## src/rtl/mem_arb_pkg.sv

```systemverilog
// Shared types for the IF/DM memory port arbiter.
package mem_arb_pkg;

    typedef enum logic [1:0] {ST_IDLE, ST_BUSY, ST_RESP} arb_state_t;

    typedef enum logic [1:0] {
        OWN_NONE = 2'd0,
        OWN_IF   = 2'd1,
        OWN_DM   = 2'd2
    } arb_owner_t;

    // Wide enough for MEM_LAT-1 and MAX_WAIT (both at most 15).
    localparam int CNT_W = 4;

endpackage

```

## src/rtl/mem_arb_pick.sv

```systemverilog
// Requester selection for the memory port: DM wins ties unless IF has lost
// MAX_WAIT consecutive contested grants.
module mem_arb_pick
    import mem_arb_pkg::*;
#(
    parameter int MAX_WAIT = 4
) (
    input  logic clock,
    input  logic reset,
    input  logic if_req,
    input  logic dm_req,
    input  logic grant_en,
    output logic pick_if,
    output logic pick_dm
);

    logic [CNT_W-1:0] r_starve_cnt;
    logic             w_force_if;

    assign w_force_if = (r_starve_cnt == CNT_W'(MAX_WAIT));
    assign pick_if    = grant_en & if_req & (~dm_req | w_force_if);
    assign pick_dm    = grant_en & dm_req & ~pick_if;

    always_ff @(posedge clock) begin
        if (!reset) begin
            r_starve_cnt <= '0;
        end else if (pick_if) begin
            r_starve_cnt <= '0;
        end else if (pick_dm && if_req && !w_force_if) begin
            r_starve_cnt <= r_starve_cnt + CNT_W'(1);
        end
    end

endmodule

```

## src/rtl/mem_port_arbiter.sv

```systemverilog
// Shares one memory port between instruction fetch and data access, one
// transaction at a time with a fixed read latency.
module mem_port_arbiter
    import mem_arb_pkg::*;
#(
    parameter int ADDR_W   = 64,
    parameter int DATA_W   = 64,
    parameter int MEM_LAT  = 2,
    parameter int MAX_WAIT = 4
) (
    input  logic              clock,
    input  logic              reset,
    input  logic              if_req,
    input  logic [ADDR_W-1:0] if_addr,
    output logic              if_ack,
    output logic [DATA_W-1:0] if_rdata,
    input  logic              dm_req,
    input  logic              dm_we,
    input  logic [ADDR_W-1:0] dm_addr,
    input  logic [DATA_W-1:0] dm_wdata,
    output logic              dm_ack,
    output logic [DATA_W-1:0] dm_rdata,
    output logic [ADDR_W-1:0] mem_raddress,
    output logic [ADDR_W-1:0] mem_waddress,
    output logic [DATA_W-1:0] mem_datain,
    output logic              mem_wr,
    input  logic [DATA_W-1:0] mem_dataout,
    output logic              busy,
    output logic [1:0]        owner
);

    localparam logic [CNT_W-1:0] LAT_LOAD = CNT_W'(MEM_LAT - 1);

    arb_state_t        r_state;
    arb_state_t        w_state_next;
    arb_owner_t        r_owner;
    logic [CNT_W-1:0]  r_lat_cnt;
    logic              r_we;
    logic              r_mem_wr;
    logic              r_if_ack;
    logic              r_dm_ack;
    logic [ADDR_W-1:0] r_mem_raddress;
    logic [ADDR_W-1:0] r_mem_waddress;
    logic [DATA_W-1:0] r_mem_datain;
    logic [DATA_W-1:0] r_if_rdata;
    logic [DATA_W-1:0] r_dm_rdata;
    logic              w_grant_en;
    logic              w_pick_if;
    logic              w_pick_dm;

    assign w_grant_en = (r_state == ST_IDLE);

    mem_arb_pick #(
        .MAX_WAIT (MAX_WAIT)
    ) u_pick (
        .clock    (clock),
        .reset    (reset),
        .if_req   (if_req),
        .dm_req   (dm_req),
        .grant_en (w_grant_en),
        .pick_if  (w_pick_if),
        .pick_dm  (w_pick_dm)
    );

    always_ff @(posedge clock) begin
        if (!reset) begin
            r_state <= ST_IDLE;
        end else begin
            r_state <= w_state_next;
        end
    end

    always_comb begin
        w_state_next = r_state;
        case (r_state)
            ST_IDLE: if (w_pick_if || w_pick_dm) w_state_next = ST_BUSY;
            ST_BUSY: if (r_lat_cnt == '0) w_state_next = ST_RESP;
            ST_RESP: w_state_next = ST_IDLE;
            default: w_state_next = ST_IDLE;
        endcase
    end

    always_ff @(posedge clock) begin
        if (!reset) begin
            r_owner        <= OWN_NONE;
            r_lat_cnt      <= '0;
            r_we           <= 1'b0;
            r_mem_wr       <= 1'b0;
            r_if_ack       <= 1'b0;
            r_dm_ack       <= 1'b0;
            r_mem_raddress <= '0;
            r_mem_waddress <= '0;
            r_mem_datain   <= '0;
            r_if_rdata     <= '0;
            r_dm_rdata     <= '0;
        end else begin
            // Strobes are single-cycle unless re-asserted below.
            r_mem_wr <= 1'b0;
            r_if_ack <= 1'b0;
            r_dm_ack <= 1'b0;
            case (r_state)
                ST_IDLE: begin
                    if (w_pick_if) begin
                        r_owner        <= OWN_IF;
                        r_we           <= 1'b0;
                        r_mem_raddress <= if_addr;
                        r_mem_waddress <= if_addr;
                        r_lat_cnt      <= LAT_LOAD;
                    end else if (w_pick_dm) begin
                        r_owner        <= OWN_DM;
                        r_we           <= dm_we;
                        r_mem_wr       <= dm_we;
                        r_mem_raddress <= dm_addr;
                        r_mem_waddress <= dm_addr;
                        r_mem_datain   <= dm_wdata;
                        r_lat_cnt      <= LAT_LOAD;
                    end
                end
                ST_BUSY: begin
                    if (r_lat_cnt == '0) begin
                        if (r_owner == OWN_IF) begin
                            r_if_rdata <= mem_dataout;
                            r_if_ack   <= 1'b1;
                        end else begin
                            if (!r_we) r_dm_rdata <= mem_dataout;
                            r_dm_ack <= 1'b1;
                        end
                    end else begin
                        r_lat_cnt <= r_lat_cnt - CNT_W'(1);
                    end
                end
                ST_RESP: r_owner <= OWN_NONE;
                default: r_owner <= OWN_NONE;
            endcase
        end
    end

    assign if_ack       = r_if_ack;
    assign dm_ack       = r_dm_ack;
    assign if_rdata     = r_if_rdata;
    assign dm_rdata     = r_dm_rdata;
    assign mem_raddress = r_mem_raddress;
    assign mem_waddress = r_mem_waddress;
    assign mem_datain   = r_mem_datain;
    assign mem_wr       = r_mem_wr;
    assign busy         = (r_state != ST_IDLE);
    assign owner        = r_owner;

endmodule

```

## config.mk

```make
export PLATFORM = sky130hd
export DESIGN_NAME = mem_port_arbiter
export DESIGN_NICKNAME = d
export VERILOG_FILES = /design/src/rtl/mem_arb_pkg.sv /design/src/rtl/mem_arb_pick.sv /design/src/rtl/mem_port_arbiter.sv
export SDC_FILE = /design/constraint.sdc
export NUM_CORES = 1
export LEC_CHECK = 0
export ABC_AREA = 1
export ABC_CLOCK_PERIOD_IN_PS = 4450
export CAP_MARGIN = 25
export CORE_AREA = 2 2 227 229
export CTS_CLUSTER_SIZE = 24
export DETAILED_ROUTE_END_ITERATION = 8
export DIE_AREA = 0 0 229 231
export GPL_ROUTABILITY_DRIVEN = 0
export GPL_TIMING_DRIVEN = 0
export HOLD_SLACK_MARGIN = 0.05
export SYNTH_ARGS = -nofsm -noshare
export SYNTH_HDL_FRONTEND = slang
export SYNTH_HIERARCHICAL = 1
export SYNTH_SLANG_ARGS = --single-unit
export TNS_END_PERCENT = 50
```

## constraint.sdc

```tcl
create_clock -name clock -period 4.45 [get_ports clock]
set_input_delay 1.335 -clock clock [delete_from_list [all_inputs] [get_ports clock]]
set_output_delay 1.335 -clock clock [all_outputs]
set_load 0.02 [all_outputs]
```

# Word level (Yosys, flattened, before mapping)

Index checks and enable logic that the tools add are counted.

Add/sub/neg operators: 2
Eq/ne operators: 7
Muxes and demuxes: 16
Bitwise gates (word level): 13
Reductions and logical operators: 19

Operator list:

| operator                                                           | number |
|---|---|
| 64-bit 2-to-1 mux                                                  | 2 |
| 4-bit 2-to-1 mux                                                   | 3 |
| 3-bit AND reduction                                                | 4 |
| 2-bit 2-to-1 mux                                                   | 4 |
| 1-bit NOT                                                          | 8 |
| 2-bit one-hot mux with 2 select lines                              | 2 |
| 4-bit one-hot mux with 2 select lines                              | 1 |
| 2-bit inequality test, second input constant                       | 3 |
| 2-bit AND reduction                                                | 3 |
| 2-bit nonzero test                                                 | 3 |
| 4-bit by 1-bit adder with 4-bit output, second input constant      | 1 |
| 1-bit bitwise AND                                                  | 4 |
| 2-bit by 1-bit == test with 1-bit output, second input constant    | 2 |
| 4-bit by 3-bit == test with 1-bit output, second input constant    | 1 |
| 4-bit logical NOT                                                  | 1 |
| 1-bit 2-to-1 mux                                                   | 4 |
| 4-bit AND reduction                                                | 1 |
| 4-bit OR reduction                                                 | 1 |
| 4-bit by 1-bit subtractor with 4-bit output, second input constant | 1 |
| 3-bit inequality test, second input constant                       | 1 |
| 1-bit logical AND                                                  | 2 |
| 2-bit logical NOT                                                  | 1 |
| 2-bit OR reduction                                                 | 1 |
| 1-bit logical NOT                                                  | 1 |
| other kinds (2)                                                    | 2 |

Bits in registers: 272
Input bits: 261
Output and inout port bits: 326
Word-level logic and storage cells: 69

# Longest topological paths before layout

Depth after elaboration: 8
Gate-level depth with buffers: 13
Mapped depth without buffers: 12

# Modules after synthesis

The synthesis kept the hierarchy.

Modules (own cells, without submodules):

| module           | instances | cells each | area an instance (um2) | sequential area each (um2) |
|---|---|---|---|---|
| mem_port_arbiter | 1         | 1658       | 11308.3                | 5365.1 |
| mem_arb_pick     | 1         | 37         | 280.3                  | 80.1 |

# Worst setup path after synthesis

Ideal clock, no wire load.

Path type: in2reg
Start: input if_req
End: register r_lat_cnt[0]
Setup time: 0.116 ns
Arrival: 2.445 ns
Data required time: 4.334 ns
Path slack: 1.889 ns
Stages on the path: 10
Path buffers: 1
Cells stage by stage: nand2_1 > inv_2 > nand2_2 > inv_2 > nor2_1 > o21ai_2 > buf_2 > nand2_1 > o21ai_0 > nor2_1

Word-level cells in the longest chain between the ends: 6
Elaborated cells on any way between the ends: 8
Those cells by class: 1 x eq/ne; 2 x mux; 4 x bitwise; 1 x reduce/logical

RTL lines:

| what                            | line                    | RTL |
|---|---|---|
| start, declared                 | mem_port_arbiter.sv:13  | `input logic if_req,` |
| 1-bit bitwise AND (2 in series) | mem_arb_pick.sv:21      | `assign pick_if = grant_en & if_req & (~dm_req \| w_force_if);` |
| net w_pick_if                   | mem_port_arbiter.sv:48  | `logic w_pick_if;` |
| 1-bit NOT (no line)             | n/a                     |  |
| 1-bit bitwise AND               | mem_arb_pick.sv:22      | `assign pick_dm = grant_en & dm_req & ~pick_if;` |
| net w_pick_dm                   | mem_port_arbiter.sv:49  | `logic w_pick_dm;` |
| 3-bit inequality test (no line) | n/a                     |  |
| 3-bit AND reduction (no line)   | n/a                     |  |
| end signal, assigned            | mem_port_arbiter.sv:129 | `r_lat_cnt <= r_lat_cnt - CNT_W'(1);` |
| end, declared                   | mem_port_arbiter.sv:37  | `logic [CNT_W-1:0] r_lat_cnt;` |

The timed path passes the listed nets, and every way through them passes these cells.
A chain may end at the register's enable or synchronous reset.

# Worst setup path in the final report

Start: register r_state[1]
End: output busy

Word-level cells in the longest chain between the ends: 1

RTL lines:

| what                   | line                    | RTL |
|---|---|---|
| start, declared        | mem_port_arbiter.sv:34  | `arb_state_t r_state;` |
| start signal, assigned | mem_port_arbiter.sv:69  | `r_state <= w_state_next;` |
| 2-bit nonzero test     | mem_port_arbiter.sv:146 | `assign busy = (r_state != ST_IDLE);` |
| end, declared          | mem_port_arbiter.sv:28  | `output logic busy,` |

Every way passes these cells.

==> out/summary.txt <==
# DRC = 0
worst-case headroom to the max-slew limit = 47.3%
Synth Cell Area = 11600 um2
CP Capture Point = busy
period utilisation layout = 71.2%
clock skew = 0.0147 ns
largest cells by area after synthesis = dfxtp_1, nand2_1, nor2_1
RR Startpoint = r_state[1]
setup bufs post-CTS = 0
Reg power frac = 31.3%
setup TNS = 0 ns
vias = 12.5k
pin slew with the least headroom to its limit = 0.790 ns
Die Width = 229 um
H-Tree Depth = 1
die area = 52900 um2
Max VDD drop = 0.294 mV
Clock Tree Root = clkbuf_16
area share of the largest cell type after synthesis = 47.0%
sequential area share after synthesis = 47.0%
# setup viols final = 0
CTS Hold Bufs = 0
area delta synth->final = 66.9%
post-synth net total = 1960
CTS clk-pin slew, worst paths = 0.06 ns
post-layout instance area = 19300 um2
cts bufs inserted = 31
Comb pwr share = 45.8%
minimum clock period = 3.17 ns
final hold violations = 0
warnings from Yosys = 6
Skew-Pair Late Insertion Delay = 0.58 ns
worst-case clock buffer depth = 3
vias per cell = 4.13
worst path required time = 3.12 ns
DRT Pass-1 Iters = 7
# port buffers = 586
Achievable Freq = 316 MHz
cell area power density = 578 nW/um2
Post-synth top flop = dfxtp_1
Int Power = 6.90 mW
Fin Hold WS = 0.462 ns
Congestion Overflow GR = 0
most common cell in the synthesized netlist = nand2_1
Clk pwr share = 22.9%
Detailed Route WL = 46.7 mm
die height = 231 um
number of synthesized flops with an enable pin = 0
first-pass GRT wire length = 69.8 mm
Reg2Reg Setup Slack = 2.00 ns
initial drt markers = 564
reported max-cap violation count = 0
RSZ-0062 raised after global routing = no
Post-synth ARST share = 0%
Post-Place Cells = 2961
Switching Fraction = 38.3%
dpl cell area = 18300 um2
PostCTS Resize Cnt = 0
FF-to-FF End = mem_waddress[40]
# clock sinks = 272
WL per Instance = 15.5 um
unique cell type count in the Yosys netlist = 26
gr usage total = 16.8%
Max Slew Vio Count = 0
Switch Pwr = 4.28 mW
initial antenna violation count = 1
worst reg2reg path depth = 11
capturing element type of the critical path = primary output
num rows = 83
I/O pin total = 587
share of layout cells above drive strength 1 = 8.30%
vias in the first global route = 12.1k
largest net degree at the start of global routing = 17
fin cells = 3018
Avg Inst Size Synth = 6.84 um2
Detail Placement HPWL = 37.5 mm
Worst Setup Start Kind = flip-flop
HP Class = reg2reg
Post-Synthesis Cells = 1695
status = completed
CORE AREA = 50700 um2
layout net count = 2579
Worst Setup SP = r_state[1]
Leakage = 8.11 nW
Synth top cells by count = nand2_1, nor2_1, dfxtp_1, buf_4, inv_1
Starting Density = 22.9%
Post-DRT Antenna Nets = 0
Pwr Total = 11.2 mW
flops & latches, synth = 272
crit path max fanout = 7
Arrival @ worst endpoint = 1.83 ns
CTS tree = yes
Synth area leader = dfxtp_1
Setup Crit Path Kind = reg2out
worst min path at each step:
stage	startpoint	endpoint	slack (ns)	cells past startpoint
floorplan	r_we	r_we	0.45	2
global placement	mem_datain[49]	mem_datain[49]	0.45	2
detailed placement	mem_datain[23]	mem_datain[23]	0.46	2
CTS	mem_datain[23]	mem_datain[23]	0.47	2
global route	mem_datain[23]	mem_datain[23]	0.48	2
finish	mem_datain[32]	mem_datain[32]	0.46	2
final cells by class:
class	count	area, um2
Clock buffer	50	957
Tap cell	680	851
Timing Repair Buffer	586	5870
Sequential cell	272	5450
Multi-Input combinational cell	1169	4760
Inverter	85	319
Clock inverter	6	72.6
Fill cell	5355	31300
Antenna cell	1	2.50
Buffer	169	1060
state kept, by name (all words and copies together), names as in the netlist, 2 cells and up:
register,cells
mem_datain,64
if_rdata,64
mem_waddress,64
r_lat_cnt,4
r_state,2
dm_rdata,64
owner,2
u_pick/r_starve_cnt,4
routing by layer:
metal | vias up | track usage [%] | part of all wire [%]
met4 | 2 | 4.89 | 2.7
met2 | 443 | 29.4 | 49
li1 | 6350 | - | -
met1 | 5604 | 20.4 | 42
met3 | 70 | 4.17 | 7.0
met5 | - | 0 | 0.026
worst max-delay path, cell delays in order (launching register included):
cell             delay, ns
dfxtp_1               0.34
nor2_2                0.29
inv_1                 0.07
clkdlybuf4s50_1       0.56
cells in the final DEF (no fill, tap or decap), types with 6 or more instances in the layout:
cell	instances
nand3_1	72
nor2_1	401
buf_1	19
clkbuf_8	11
inv_2	6
a21oi_1	66
o21ai_0	67
buf_4	80
dfxtp_1	272
clkbuf_16	31
buf_2	35
clkdlybuf4s50_1	586
nand2_1	539
clkbuf_1	32
inv_1	78
buf_6	11
per-stage QoR:
step / setup slack, ns / utilization, %
6_report: 1.28 / 38.2
5_1_grt: 1.09 / 38.2
4_1_cts: 1.22 / 38.2
3_5_place_dp: 0.664 / 36.1
3_3_place_gp: 0.656 / 36.1
2_1_floorplan: 1.89 / -
power by group through the flow:
stage	clock network (mW)	logic, mW	registers [mW]
5_1_grt	2.72	5.55	3.56
3_5_place_dp	0	5.16	3.54
3_3_place_gp	0	5.12	3.53
4_1_cts	2.63	5.18	3.50
2_1_floorplan	0	2.16	4.07
6_report	2.56	5.13	3.50
logic make-up (layout without fill, tap and decap cells):
kind of cell,count (synthesis),in the layout,share of synthesized area (%)
simple gates,1026,1026,34.5
flops,272,272,47.0
buf+inv,254,896,11.9
compound gates,138,138,6.12
fa+ha+maj,4,4,0.432
xor+xnor,1,1,0.0756
other cells,0,1,0
(Power assumes the default switching activity.)
